==> src/rtl/signed_bcd_seg7_seq.sv <==
// Sequential binary (signed or unsigned) to multi-digit 7-segment converter.
// A shift-add-3 engine produces BCD; displays are registered and change only on done.
module signed_bcd_seg7_seq #(
    parameter int WIDTH  = 8,
    parameter int DIGITS = 3,
    parameter bit SIGNED = 1'b1
) (
    input  logic                clk,
    input  logic                rst,
    input  logic                start,
    input  logic [WIDTH-1:0]    val,
    input  logic                blank_lz,
    output logic                busy,
    output logic                done,
    output logic                overflow,
    output logic [6:0]          seg7_neg_sign,
    output logic [7*DIGITS-1:0] seg7_digits
);
    // Decimal digits needed to hold 2^w-1, so the BCD register never truncates.
    function automatic int dec_digits(input int w);
        longint unsigned v;
        int n;
        v = (64'd1 << w) - 64'd1;
        n = 0;
        while (v != 64'd0) begin
            v = v / 64'd10;
            n++;
        end
        return n;
    endfunction

    localparam int DEC_N = dec_digits(WIDTH);
    localparam int BCD_N = (DEC_N > DIGITS) ? DEC_N : DIGITS;
    localparam int BCD_W = 4 * BCD_N;
    localparam int CNT_W = $clog2(WIDTH + 1);
    localparam logic [CNT_W-1:0] LAST_SHIFT = CNT_W'(WIDTH - 1);
    localparam logic [6:0] SEG_BLANK = 7'h7F;
    localparam logic [6:0] SEG_MINUS = 7'b0111111;

    typedef enum logic [1:0] {IDLE, SHIFT, LOAD} state_t;

    function automatic logic [6:0] seg_code(input logic [3:0] d);
        case (d)
            4'd0:    seg_code = 7'b1000000;
            4'd1:    seg_code = 7'b1111001;
            4'd2:    seg_code = 7'b0100100;
            4'd3:    seg_code = 7'b0110000;
            4'd4:    seg_code = 7'b0011001;
            4'd5:    seg_code = 7'b0010010;
            4'd6:    seg_code = 7'b0000010;
            4'd7:    seg_code = 7'b1111000;
            4'd8:    seg_code = 7'b0000000;
            4'd9:    seg_code = 7'b0010000;
            default: seg_code = SEG_BLANK;
        endcase
    endfunction

    state_t               state_q, state_d;
    logic [CNT_W-1:0]     cnt_q, cnt_d;
    logic [BCD_W-1:0]     bcd_q, bcd_d, bcd_adj;
    logic [WIDTH-1:0]     mag_q, mag_d;
    logic                 neg_q, neg_d;
    logic                 blz_q, blz_d;
    logic                 ovf_q, ovf_d, ovf_c;
    logic [6:0]           sign_q, sign_d;
    logic [7*DIGITS-1:0]  dig_q, dig_d, dig_c;
    logic                 done_q, done_d;

    always_comb begin
        bcd_adj = bcd_q;
        for (int k = 0; k < BCD_N; k++) begin
            if (bcd_q[4*k +: 4] >= 4'd5) bcd_adj[4*k +: 4] = bcd_q[4*k +: 4] + 4'd3;
        end
    end

    // Display decode walks from the top digit so blanking stops at the first non-zero.
    always_comb begin
        logic seen;
        seen  = 1'b0;
        ovf_c = (bcd_q >> (4 * DIGITS)) != '0;
        dig_c = '0;
        for (int k = DIGITS - 1; k >= 0; k--) begin
            if (bcd_q[4*k +: 4] != 4'd0) seen = 1'b1;
            if (ovf_c)                           dig_c[7*k +: 7] = SEG_MINUS;
            else if (blz_q && !seen && k != 0)   dig_c[7*k +: 7] = SEG_BLANK;
            else                                 dig_c[7*k +: 7] = seg_code(bcd_q[4*k +: 4]);
        end
    end

    // NOTE: every variable gets its hold value before the case so no latch is inferred.
    always_comb begin
        state_d = state_q;
        cnt_d   = cnt_q;
        bcd_d   = bcd_q;
        mag_d   = mag_q;
        neg_d   = neg_q;
        blz_d   = blz_q;
        ovf_d   = ovf_q;
        sign_d  = sign_q;
        dig_d   = dig_q;
        done_d  = 1'b0;
        case (state_q)
            IDLE: begin
                // The done cycle refuses start so a held request cannot retrigger at once.
                if (start && !done_q) begin
                    neg_d   = SIGNED && val[WIDTH-1];
                    mag_d   = neg_d ? (~val + WIDTH'(1)) : val;
                    blz_d   = blank_lz;
                    bcd_d   = '0;
                    cnt_d   = '0;
                    state_d = SHIFT;
                end
            end
            SHIFT: begin
                {bcd_d, mag_d} = {bcd_adj, mag_q} << 1;
                cnt_d = cnt_q + CNT_W'(1);
                if (cnt_q == LAST_SHIFT) state_d = LOAD;
            end
            LOAD: begin
                ovf_d   = ovf_c;
                sign_d  = neg_q ? SEG_MINUS : SEG_BLANK;
                dig_d   = dig_c;
                done_d  = 1'b1;
                state_d = IDLE;
            end
            default: state_d = IDLE;
        endcase
    end

    // NOTE: non-blocking assignments so every flop samples the pre-edge values.
    always_ff @(posedge clk or posedge rst) begin
        if (rst) begin
            state_q <= IDLE;
            cnt_q   <= '0;
            bcd_q   <= '0;
            mag_q   <= '0;
            neg_q   <= 1'b0;
            blz_q   <= 1'b0;
            ovf_q   <= 1'b0;
            sign_q  <= SEG_BLANK;
            dig_q   <= {DIGITS{SEG_BLANK}};
            done_q  <= 1'b0;
        end else begin
            state_q <= state_d;
            cnt_q   <= cnt_d;
            bcd_q   <= bcd_d;
            mag_q   <= mag_d;
            neg_q   <= neg_d;
            blz_q   <= blz_d;
            ovf_q   <= ovf_d;
            sign_q  <= sign_d;
            dig_q   <= dig_d;
            done_q  <= done_d;
        end
    end

    assign busy          = (state_q != IDLE);
    assign done          = done_q;
    assign overflow      = ovf_q;
    assign seg7_neg_sign = sign_q;
    assign seg7_digits   = dig_q;

endmodule

==> config.mk <==
export PLATFORM = sky130hd
export DESIGN_NAME = signed_bcd_seg7_seq
export DESIGN_NICKNAME = d
export VERILOG_FILES = /design/src/rtl/signed_bcd_seg7_seq.sv
export SDC_FILE = /design/constraint.sdc
export NUM_CORES = 1
export LEC_CHECK = 0
export BUFFER_PORTS_ARGS = -buffer_cell sky130_fd_sc_hd__buf_4
export CELL_PAD_IN_SITES_DETAIL_PLACEMENT = 0
export CELL_PAD_IN_SITES_GLOBAL_PLACEMENT = 1
export CORE_MARGIN = 2
export CORE_UTILIZATION = 47
export DETAILED_ROUTE_END_ITERATION = 12
export PLACE_DENSITY_LB_ADDON = 0.08
export REMOVE_ABC_BUFFERS = 1
export SYNTH_ARGS = -nofsm -noshare
export SYNTH_HDL_FRONTEND = slang
export SYNTH_SLANG_ARGS = --single-unit
==> constraint.sdc <==
create_clock -name clk -period 2.97 [get_ports clk]
set_input_delay 0.4455 -clock clk [delete_from_list [all_inputs] [get_ports clk]]
set_output_delay 0.4455 -clock clk [all_outputs]
set_load 0.05 [all_outputs]
* Yosys cells after proc, flatten, opt, wreduce, memory -nomap -nowiden
Memories as Yosys holds them, arrays and structs flattened. A register that Yosys moved wholly into a read port is not among the register bits. Cells that the tools add are included.
Storage, ports and cells: register bits after elaboration 57, memory bits (read-only) 336, input port bits 12, output and inout bits 31, memories kept 3
Cells by class: add/sub/neg operators 5, magnitude comparators 3, eq/ne operators 5, mux-type cells 19, bitwise logic cells 1, reductions and logical operators 14
Memories:
- (no name shown) | words 16, bits a word 7, rd ports 1, clocked after memory_dff 0, write ports 0, RTL line 43 | case (d)
- (no name shown) | words 16, bits a word 7, rd ports 1, clocked after memory_dff 0, write ports 0, RTL line 43
- (no name shown) | words 16, bits a word 7, rd ports 1, clocked after memory_dff 1, write ports 0, RTL line 43
Operators by type and width (count):
- 12-bit one-hot mux with 2 select lines | 1
- 7-bit 2-to-1 mux | 3
- 8-bit 2-to-1 mux | 2
- 8-bit one-hot mux with 2 select lines | 1
- 4-bit by 3-bit greater-or-equal comparator with 1-bit output (second input constant) | 3
- 12-bit 2-to-1 mux | 1
- 4-bit 2-to-1 mux | 3
- 4-bit by 2-bit adder with 4-bit output (second input constant) | 2
- 8-bit by 1-bit adder with 8-bit output (second input constant) | 1
- 8-bit inverter | 1
- 4-bit one-hot mux with 2 select lines | 1
- 4-bit nonzero test | 2
- 2-bit AND reduction | 3
- 4-bit by 1-bit adder with 4-bit output (second input constant) | 1
- 4-bit by 3-bit equality test with 1-bit output (second input constant) | 1
- 2-bit 2-to-1 mux | 2
- 2-bit inequality test (second input constant) | 2
- 2-bit one-hot mux with 2 select lines | 1
- 2-bit nonzero test | 2
- 3-bit by 2-bit adder with 3-bit output (second input constant) | 1
- 1-bit logical AND | 3
- 1-bit zero test | 3
- 1-bit 2-to-1 mux | 3
- 3-bit 2-to-1 mux | 1
- other kinds (3) | 3

* Depth between registers and ports, before layout
Gate-level depths: netlist of run 1.
depth in word-level cells 6, mapped depth 6, depth with buffers taken out 6

* Least setup slack after synthesis of run 1
OpenSTA, ideal clock, no wires.
path type register -> register, from register done_q (netlist: done), to register mag_q[7], setup time 73 ps, arrival time 1657 ps, required time 2897 ps, setup slack 1240 ps, cell stages (with the launch flop) 6, path buffers 1, clock period less this slack 1730 ps, path through dfrtp_1 or4b_1 buf_4 nor4b_4 a22oi_2 a21oi_2
On the way: cells in the longest elaborated chain, start to end 4
Ends and longest elaborated chain:
- from (decl) | RTL line 67 | logic done_q, done_d;
- from (signal assigned) | RTL line 153 | done_q <= done_d;
- 1-bit zero test | RTL line 105 | if (start && !done_q) begin
- 1-bit logical AND | RTL line 105
- 2-bit inequality test (no source line)
- 2-bit AND reduction (no source line)
- to (signal assigned) | RTL line 147 | mag_q <= mag_d;
- to (decl) | RTL line 61 | logic [WIDTH-1:0] mag_q, mag_d;
No other way between the ends. A chain may end at the register's enable or synchronous reset.

* Worst setup path after layout of run 1
from register bcd_q[9], to register dig_q[13] (netlist: seg7_digits[13])
On the way: cells in the longest elaborated chain, start to end 6
Ends and longest elaborated chain:
- from (decl) | RTL line 60 | logic [BCD_W-1:0] bcd_q, bcd_d, bcd_adj;
- from (signal assigned) | RTL line 135 | bcd_q <= '0;
- from (signal assigned) | RTL line 146 | bcd_q <= bcd_d;
- 4-bit nonzero test | RTL line 83 | if (bcd_q[4*k +: 4] != 4'd0) seen = 1'b1;
- 1-bit 2-to-1 mux (2 in series) | RTL line 83
- 1-bit zero test | RTL line 85 | else if (blz_q && !seen && k != 0) dig_c[7*k +: 7] = SEG_BLANK;
- 1-bit logical AND | RTL line 85
- 7-bit 2-to-1 mux | RTL line 85
- to (signal assigned) | RTL line 141 | dig_q <= {DIGITS{SEG_BLANK}};
- to (signal assigned) | RTL line 152 | dig_q <= dig_d;
- to (decl) | RTL line 66 | logic [7*DIGITS-1:0] dig_q, dig_d, dig_c;
No other way between the ends.

==> results of run 1 <==
state kept, by name, indices dropped and copies added (netlist names):
name,flops
state_q,2
cnt_q,4
blz_q,1
mag_q,8
neg_q,1
seg7_neg_sign,1
done,1
seg7_digits,21
bcd_q,12
area by class of cell:
cell class	instances	share of cell area (%)
multi-input combinational	219	43.5
sequential	51	39.2
timing repair buffer	38	8.58
tap	75	2.82
clock buffer	5	2.07
clock inverter	3	2.03
inverter	16	1.81
where the power goes:
part	switching, mW	internal [mW]
Clock	0.242	0.336
Sequential	0.302	1.12
Combinational	1.44	0.816
cell families after synthesis:
logic type,share of synthesized area [%]
compound gates,20.7
xor+xnor,2.41
fa+ha+maj,7.74
buf+inv,6.11
flops,44.8
mux,1.46
other cells,0.258
simple gates,16.5
worst register-to-register path, cell delays in order, from the launching register on:
cell and delay, ns:
dfrtp_1 0.45, inv_1 0.17, ha_1 0.18, and2_1 0.18, nor4b_1 0.46, o21ai_0 0.28, a31oi_1 0.22
synth_stat cells (3+ instances only):
library cell	count	share of area, %
dfrtp_1	29	25
nand2_1	27	3.5
o21ai_0	26	4.5
a21oi_1	23	4.0
dfstp_2	22	20
ha_1	18	7.7
nor2_1	17	2.2
inv_1	14	1.8
clkbuf_1	13	1.7
nand2b_1	10	2.2
buf_4	8	2.1
o31ai_1	8	2.1
nand3_1	7	1.2
o22a_1	6	1.8
o311ai_0	6	1.8
xnor2_1	6	1.8
a22oi_1	5	1.3
o22ai_1	5	1.1
nor3_1	4	0.69
or3_1	4	0.86
and2_1	3	0.65
nor2b_1	3	0.65
o32ai_1	3	0.90
worst max-delay path by stage:
stage / startpoint / to / slack, ns / depth (start not counted)
2_1_floorplan: done / mag_q[5] / 1.08 / 4
3_3_place_gp: start / mag_q[5] / 1.02 / 5
5_1_grt: bcd_q[9] / seg7_digits[13] / 0.59 / 6
6_report: bcd_q[9] / seg7_digits[13] / 0.96 / 6
4_1_cts: bcd_q[9] / seg7_digits[13] / 0.94 / 6
3_5_place_dp: bcd_q[9] / seg7_digits[13] / 0.97 / 6
metal layers:
| layer | global-route usage [%] | vias up |
|---|---|---|
| met5 | 0 | - |
| met4 | 4.43 | 0 |
| met3 | 3.26 | 4 |
| met2 | 30.5 | 43 |
| met1 | 27.6 | 1078 |
| li1 | - | 1110 |
==> flow_summary.yaml, run 1 <==
finish:
  antennaDiodeCount: 0
  multi_input_area_mm2: 0.00145
  fill_cells: 562
  area_growth_pct: 14.3
  utilization_pct: 55.8
  final_layout_size_suffix_gt1_share_pct: 24.1
  fin_cells: 407
  nNetsFinal: 361
  layout_common_cells: "38 x buf_4, 29 x dfrtp_1, 27 x nand2_1, 26 x o21ai_0, 23 x a21oi_1"
  final_common_cell: "buf_4"
  regArea_mm2: 0.00130
  stdcell_area_mm2: 0.00333
sta:
  slew_violations: 0
  min_period_ns: 2.01
  fin_ws_ns: 0.957
  skew_ns: 0.00602
  slew_headroom_pct: 45.0
  hold-worst-slack_ns: 0.299
  period_share_pct: 67.8
  rsz0062_at_grt: "no"
  setup_viol: 0
  worst_pin_slew_ns: 0.824
  setup_tns_ns: 0
  fmax_mhz: 497
  finalHoldViolations: 0
clock_network:
  htree_num_levels: 2
  ctsHoldBuffers: 0
  cts_buffer_depth: 2
  clock-root-buffer: "clkbuf_8"
  cts_sinks: 51
  cts_resized: 0
  clk_latency_ns: 0.30
  path_clk_slew_ns: 0.10
  cts_tree: "yes"
  postCtsSetupBuffers: 0
  numCtsBuffers: 5
flow_run:
  drv_cap: 0
synthesis:
  synth_area_mm2: 0.00291
  synthDistinctLibCells: 53
  syn_inst: 304
  syn_avg_cell_area_um2: 9.57
  ys_warn_count: 0
  synth_edf_count: 0
  ys_seq_area_share_pct: 44.8
  ys.flop_type: "dfrtp_1"
  synth-seq-cells: 51
  ys_async_sr_fraction_pct: 100
worst_setup_path:
  worst-setup-path-type: "reg -> reg"
  path_cells: "inv_1, ha_1, and2_1, nor4b_1, o21ai_0, a31oi_1"
  r2r_slack_ns: 0.96
  r2r_cells: 6
  cpMaxStageDelayCell: "nor4b_1"
  crit_family: "simple AND/OR/NAND/NOR gates"
  start_kind: "register"
  critical_path_required_ns: 3.20
  rr_endpoint: "seg7_digits[13]"
  crit_fanout: 6
  cpPeakStageDelay_ns: 0.46
  rr_startpoint: "bcd_q[9]"
  crit_arrival_ns: 2.25
  end_kind: "register"
  crit_buf_inv: 1
die:
  initial_core_util_pct: 48.8
  core_area_mm2: 0.00596
  die_area_mm2: 0.00684
  fp.dieW_um: 82.7
  ioPinCount: 43
  die_h_um: 82.7
  placementRows: 28
power_and_ir_drop:
  ir_drop_mv: 0.558
  totalPowerFinal_mw: 4.26
  leakage_nw: 1.47
  power_density_mw_per_mm2: 1280
drt:
  first_iter_violations: 63
  wl_met2_um: 2820
  ant_nets: 0
  route.detailed.drc: 0
  vias_per_cell: 5.49
  wl_met3_um: 214
  drtPass1Iterations: 4
  highest_layer: "met4"
  wl_met1_um: 2850
  vias: 2235
  routed_wirelength_um: 5930
  wl_per_cell_um: 14.6
place:
  placed_area_mm2: 0.00319
  post-place-cells: 399
  post-place-ws_ns: 0.970
  hpwl_um: 4140
  io_buffers: 35
  globalplace.congestion: 0.888
run_status:
  status: "completed"
global_routing:
  grt_pass1_wl_um: 10100
  grt_max_degree: 41
  gr-total-overflow: 0
  grt_pass1_vias: 2075
  grt_use_total_pct: 19.2
  grt_antenna_before_repair: 0
min_path:
  hp-class: "in -> async"
(Power assumes the default switching activity.)
==> inputs of run 2 (changes only) <==
--- a/config.mk
+++ b/config.mk
@@ -9,7 +9,7 @@
 export CELL_PAD_IN_SITES_DETAIL_PLACEMENT = 0
 export CELL_PAD_IN_SITES_GLOBAL_PLACEMENT = 1
 export CORE_MARGIN = 2
-export CORE_UTILIZATION = 47
+export CORE_UTILIZATION = 44
 export DETAILED_ROUTE_END_ITERATION = 12
 export PLACE_DENSITY_LB_ADDON = 0.08
 export REMOVE_ABC_BUFFERS = 1
==> constraint.sdc (replaced) <==
create_clock -name clk -period 2.08 [get_ports clk]
set_input_delay 0.312 -clock clk [delete_from_list [all_inputs] [get_ports clk]]
set_output_delay 0.312 -clock clk [all_outputs]
set_load 0.05 [all_outputs]
==> run 2 against run 1 <==
Net effect: sequential share of layout area fell by 0.48 points; sequential cell count stayed put; critical path depth increased by 1; largest cell class unchanged; largest power group unchanged.
==> flow_summary.yaml, run 2 (synthesis results as in run 1) <==
power_and_ir_drop:
  ir_drop_mv: 0.894
  switchingPower_mw: 2.83
  switching_share_pct: 47.7
  pwr-share-comb_pct: 56.7
  totalPowerFinal_mw: 5.94
  cellInternalPower_mw: 3.11
  power_density_mw_per_mm2: 1760
  p_seq_share_pct: 33.8
  p_clk_share_pct: 9.5
  leakage_nw: 1.50
clock_network:
  path_clk_slew_ns: 0.09
  clock-root-buffer: "clkbuf_8"
  htree_num_levels: 2
  cts_buffer_depth: 2
  clk_latency_ns: 0.31
  cts_tree: "yes"
  numCtsBuffers: 5
  cts_sinks: 51
  postCtsSetupBuffers: 0
drt:
  routed_wirelength_um: 6190
  wl_per_cell_um: 14.7
  ant_nets: 0
  first_iter_violations: 114
  vias_per_cell: 5.44
  drtPass1Iterations: 4
  route.detailed.drc: 0
  vias: 2286
place:
  globalplace.congestion: 0.816
  hpwl_um: 4410
  io_buffers: 35
finish:
  final_common_cell: "buf_4"
  area_growth_pct: 15.7
  layout_common_cells: "48 x buf_4, 29 x dfrtp_1, 27 x nand2_1, 26 x o21ai_0, 23 x a21oi_1"
  nNetsFinal: 372
  antennaDiodeCount: 0
  largest_reg_flops: 21
  final_layout_size_suffix_gt1_share_pct: 25.7
worst_setup_path:
  crit_fanout: 5
  worst-setup-path-type: "reg -> reg"
  start_kind: "register"
  critical_path_required_ns: 2.32
  crit_start: "bcd_q[4]"
  cpMaxStageDelayCell: "dfrtp_1"
  end_kind: "register"
  cpPeakStageDelay_ns: 0.43
  crit_arrival_ns: 2.05
  rr_startpoint: "bcd_q[4]"
  r2r_slack_ns: 0.27
  path_cells: "inv_1, ha_1, nand2b_1, nor4b_1, buf_4, o21ai_0, a31oi_1"
global_routing:
  grt_antenna_before_repair: 0
  grt_max_degree: 52
  grt_pass1_vias: 2189
  grt_use_total_pct: 18.1
  gr-total-overflow: 0
  grt_pass1_wl_um: 10400
min_path:
  hp-class: "in -> async"
sta:
  min_period_ns: 1.81
  slew_headroom_pct: 61.0
  fmax_mhz: 551
  rsz0062_at_grt: "no"
  setup_tns_ns: 0
  period_share_pct: 87.2
  setup_viol: 0
  finalHoldViolations: 0
  skew_ns: 0.00626
  slew_violations: 0
  worst_pin_slew_ns: 0.585
die:
  initial_core_util_pct: 45.6
  fp.dieW_um: 85.3
  placementRows: 29
  ioPinCount: 43
  die_area_mm2: 0.00728
  core_area_mm2: 0.00639
  die_h_um: 85.3
flow_run:
  drv_cap: 0
run_status:
  status: "completed"
## run 2: cell count changes in the layout (fill, tap and decap cells not counted), sizes merged
cell	delta
buf	+11
clkinvlp	-1
clkbuf	+3
bufinv	-2
## run 2: cell type report
class	count	area, um2
repair buffers	49	380
fillers	596	3020
inverters	16	60.1
well taps	77	96.3
clock buffers	8	80.1
multi-input cells	219	1450
flip-flops and latches	51	1300
## run 2: metal layers
| metal | GRT usage, % | share of wire, % | vias up |
|---|---|---|---|
| li1 | - | - | 1140 |
| met1 | 23.6 | 47 | 1097 |
| met2 | 30.1 | 49 | 42 |
| met3 | 3.21 | 2.8 | 7 |
| met4 | 6.78 | 1.4 | 0 |
| met5 | 0 | 0 | - |
## run 2: final timing paths
check / cells past startpoint / endpoint
worst min register to register: 1 / seg7_neg_sign[6]
min in group clk: 3 / blz_q
max in group asynchronous: 3 / seg7_digits[10]
worst max register to register: 7 / seg7_digits[13]
worst min-delay path: 3 / mag_q[6]
worst max-delay path: 7 / seg7_digits[13]
## run 2: what timing repair did
action / 4_1_cts / 5_1_grt
hold buffers: 0 / 0
gates resized for setup: 0 / 1
setup endpoints to repair: 0 / 1
## run 2: metrics by stage
| stage | hold slack, ns | cells | worst slack, ns | area [um2] | util (%) |
|---|---|---|---|---|---|
| after CTS | 0.0393 | 420 | 0.122 | 3370 | 52.7 |
| after global placement | 0.389 | 412 | 0.225 | 3290 | 51.5 |
| after floorplan | 0.405 | 286 | 0.191 | 2810 | - |
| after global routing | 0.0558 | 420 | 0.0739 | 3370 | 52.7 |
| after detailed placement | 0.389 | 412 | 0.135 | 3290 | 51.5 |
| final | 0.0314 | 420 | 0.266 | 3370 | 52.7 |
## run 2: critical path, delay by kind of cell, from the launching register on
family	cells	cell delay, ns
and+or+nand+nor	2	0.35
adders and majority gates	1	0.25
AOI/OAI and AO/OA	2	0.37
buffers and inverters	2	0.33
DFF	1	0.43
## run 2: power groups by stage
stage          combinational (mW)  clock, mW  sequential (mW)
2_1_floorplan                1.67          0             2.76
5_1_grt                      3.69      0.627             2.09
6_report                     3.37      0.563             2.01
4_1_cts                      3.41      0.594             2.01
3_5_place_dp                 3.39          0             2.03
3_3_place_gp                 3.38          0             2.01
==> inputs of run 3 (changes only) <==
==> constraint.sdc (replaced) <==
create_clock -name clk -period 2.08 [get_ports clk]
set_input_delay 0.416 -clock clk [delete_from_list [all_inputs] [get_ports clk]]
set_output_delay 0.416 -clock clk [all_outputs]
set_load 0.05 [all_outputs]
==> run 3 against run 2 <==
Net effect: worst setup slack worse by 0.028 ns; first-iteration DRC count down 35%; wire length up 2.0%; power up 0.87%; register-to-register slack worse by 0.03 ns; count of clock-buffer cells in the layout down 1; cell area up 0.15%; clock skew down 0.0012 ns; sequential power about the same; sequential cell count unchanged; maximum frequency down 1.5%; global-route usage up 0.37 points; critical path type unchanged; largest cell class unchanged; largest power group unchanged.
==> flow_summary.yaml, run 3 (synthesis results as in run 1) <==
run_status:
  status: "completed"
clock_network:
  clock-root-buffer: "clkbuf_8"
  htree_num_levels: 2
  cts_buffer_depth: 2
  clk_latency_ns: 0.31
  cts_tree: "yes"
  ctsHoldBuffers: 0
  cts_resized: 0
  cts_sinks: 51
  postCtsSetupBuffers: 0
  numCtsBuffers: 5
  path_clk_slew_ns: 0.09
sta:
  hold-worst-slack_ns: 0.113
  finalHoldViolations: 0
  slew_violations: 0
  min_period_ns: 1.84
  rsz0062_at_grt: "no"
  slew_headroom_pct: 60.1
  skew_ns: 0.00505
  setup_viol: 0
  period_share_pct: 88.6
  worst_pin_slew_ns: 0.599
  fmax_mhz: 543
  setup_tns_ns: 0
drt:
  wl_per_cell_um: 15.0
  routed_wirelength_um: 6310
  first_iter_violations: 74
  drtPass1Iterations: 5
  vias_per_cell: 5.38
  vias: 2261
  ant_nets: 0
  route.detailed.drc: 0
global_routing:
  grt_use_total_pct: 18.5
  grt.busiest_layer: "met2"
  grt_max_degree: 23
  grt_pass1_wl_um: 10700
  met3_usage_pct: 3.70
  grt_antenna_before_repair: 0
  met2_usage_pct: 29.3
  grt_pass1_vias: 2114
  gr-total-overflow: 0
  grtUsageMet1_pct: 26.1
worst_setup_path:
  critical_path_required_ns: 2.28
  crit_family: "compound AO/OA/AOI/OAI gates"
  path_cells: "inv_1, ha_1, and2_1, nor4b_2, buf_4, o311ai_1, o311ai_0"
  crit_fanout: 6
  cpMaxStageDelayCell: "dfrtp_1"
  crit_arrival_ns: 2.05
  worst-setup-path-type: "reg -> reg"
  start_kind: "register"
  end_kind: "register"
  cpPeakStageDelay_ns: 0.43
  crit_buf_inv: 2
die:
  fp.dieW_um: 85.3
  die_h_um: 85.3
  core_area_mm2: 0.00639
  die_area_mm2: 0.00728
  placementRows: 29
  ioPinCount: 43
  initial_core_util_pct: 45.6
place:
  io_buffers: 35
  hpwl_um: 4630
  globalplace.congestion: 0.806
power_and_ir_drop:
  ir_drop_mv: 0.779
  leakage_nw: 1.50
  power_density_mw_per_mm2: 1780
finish:
  layout_common_cells: "49 x buf_4, 29 x dfrtp_1, 27 x nand2_1, 26 x o21ai_0, 23 x a21oi_1"
  final_layout_size_suffix_gt1_share_pct: 26.5
  fill_cells: 629
  area_growth_pct: 15.9
  largest_reg_flops: 21
  nNetsFinal: 372
  antennaDiodeCount: 0
  final_common_cell: "buf_4"
min_path:
  hp-class: "in -> async"
flow_run:
  drv_cap: 0
[run 3: cell count changes in the layout (fill, tap and decap cells not counted)]
cell / previous run / this run
buf_12: 1 / 0
nor4b_1: 1 / 0
buf_4: 48 / 49
nor4b_2: 1 / 2
clkbuf_8: 5 / 6
clkinv_2: 0 / 1
clkbuf_1: 3 / 1
[run 3: final timing paths]
| check | end | depth (start not counted) | from | slack, ns |
|---|---|---|---|---|
| hold / removal | mag_q[7] | 2 | rst | 0.11 |
| setup / recovery | seg7_digits[10] | 7 | bcd_q[9] | 0.24 |
| hold reg to reg | seg7_neg_sign[6] | 1 | neg_q | 0.43 |
| max in group asynchronous | seg7_digits[11] | 3 | rst | 1.30 |
| min in group clk | blz_q | 3 | blank_lz | 0.31 |
| setup reg to reg | seg7_digits[10] | 7 | bcd_q[9] | 0.24 |
[run 3: final cells by class]
class / count / area, um2 / share of cell area, %
multi-input combinational: 219 / 1450 / 43.1
sequential: 51 / 1300 / 38.7
clock inverter: 1 / 5.00 / 0.148
inverter: 16 / 60.1 / 1.78
tap: 77 / 96.3 / 2.86
timing repair buffer: 49 / 368 / 10.9
clock buffer: 7 / 86.3 / 2.56
[run 3: layer usage]
layer,vias up,share of wire [%]
li1,1134,-
met1,1082,48
met2,38,47
met3,7,3.5
met4,0,1.0
met5,-,0
[run 3: through the flow]
step | power (mW) | instance area, um2 | worst slack, ns | util, % | cells
after floorplan | 4.43 | 2810 | 0.191 | - | 286
after global placement | 5.39 | 3270 | 0.252 | 51.3 | 412
after detailed placement | 5.43 | 3270 | 0.139 | 51.3 | 412
after CTS | 6.04 | 3370 | 0.118 | 52.7 | 420
after global routing | 6.49 | 3370 | 0.0336 | 52.8 | 420
final | 5.99 | 3370 | 0.238 | 52.8 | 420
[run 3: report_power, final]
| group | switching [mW] | internal, mW |
|---|---|---|
| logic | 2.14 | 1.26 |
| clock network | 0.326 | 0.269 |
| registers | 0.395 | 1.61 |
| total | 2.86 | 3.13 |
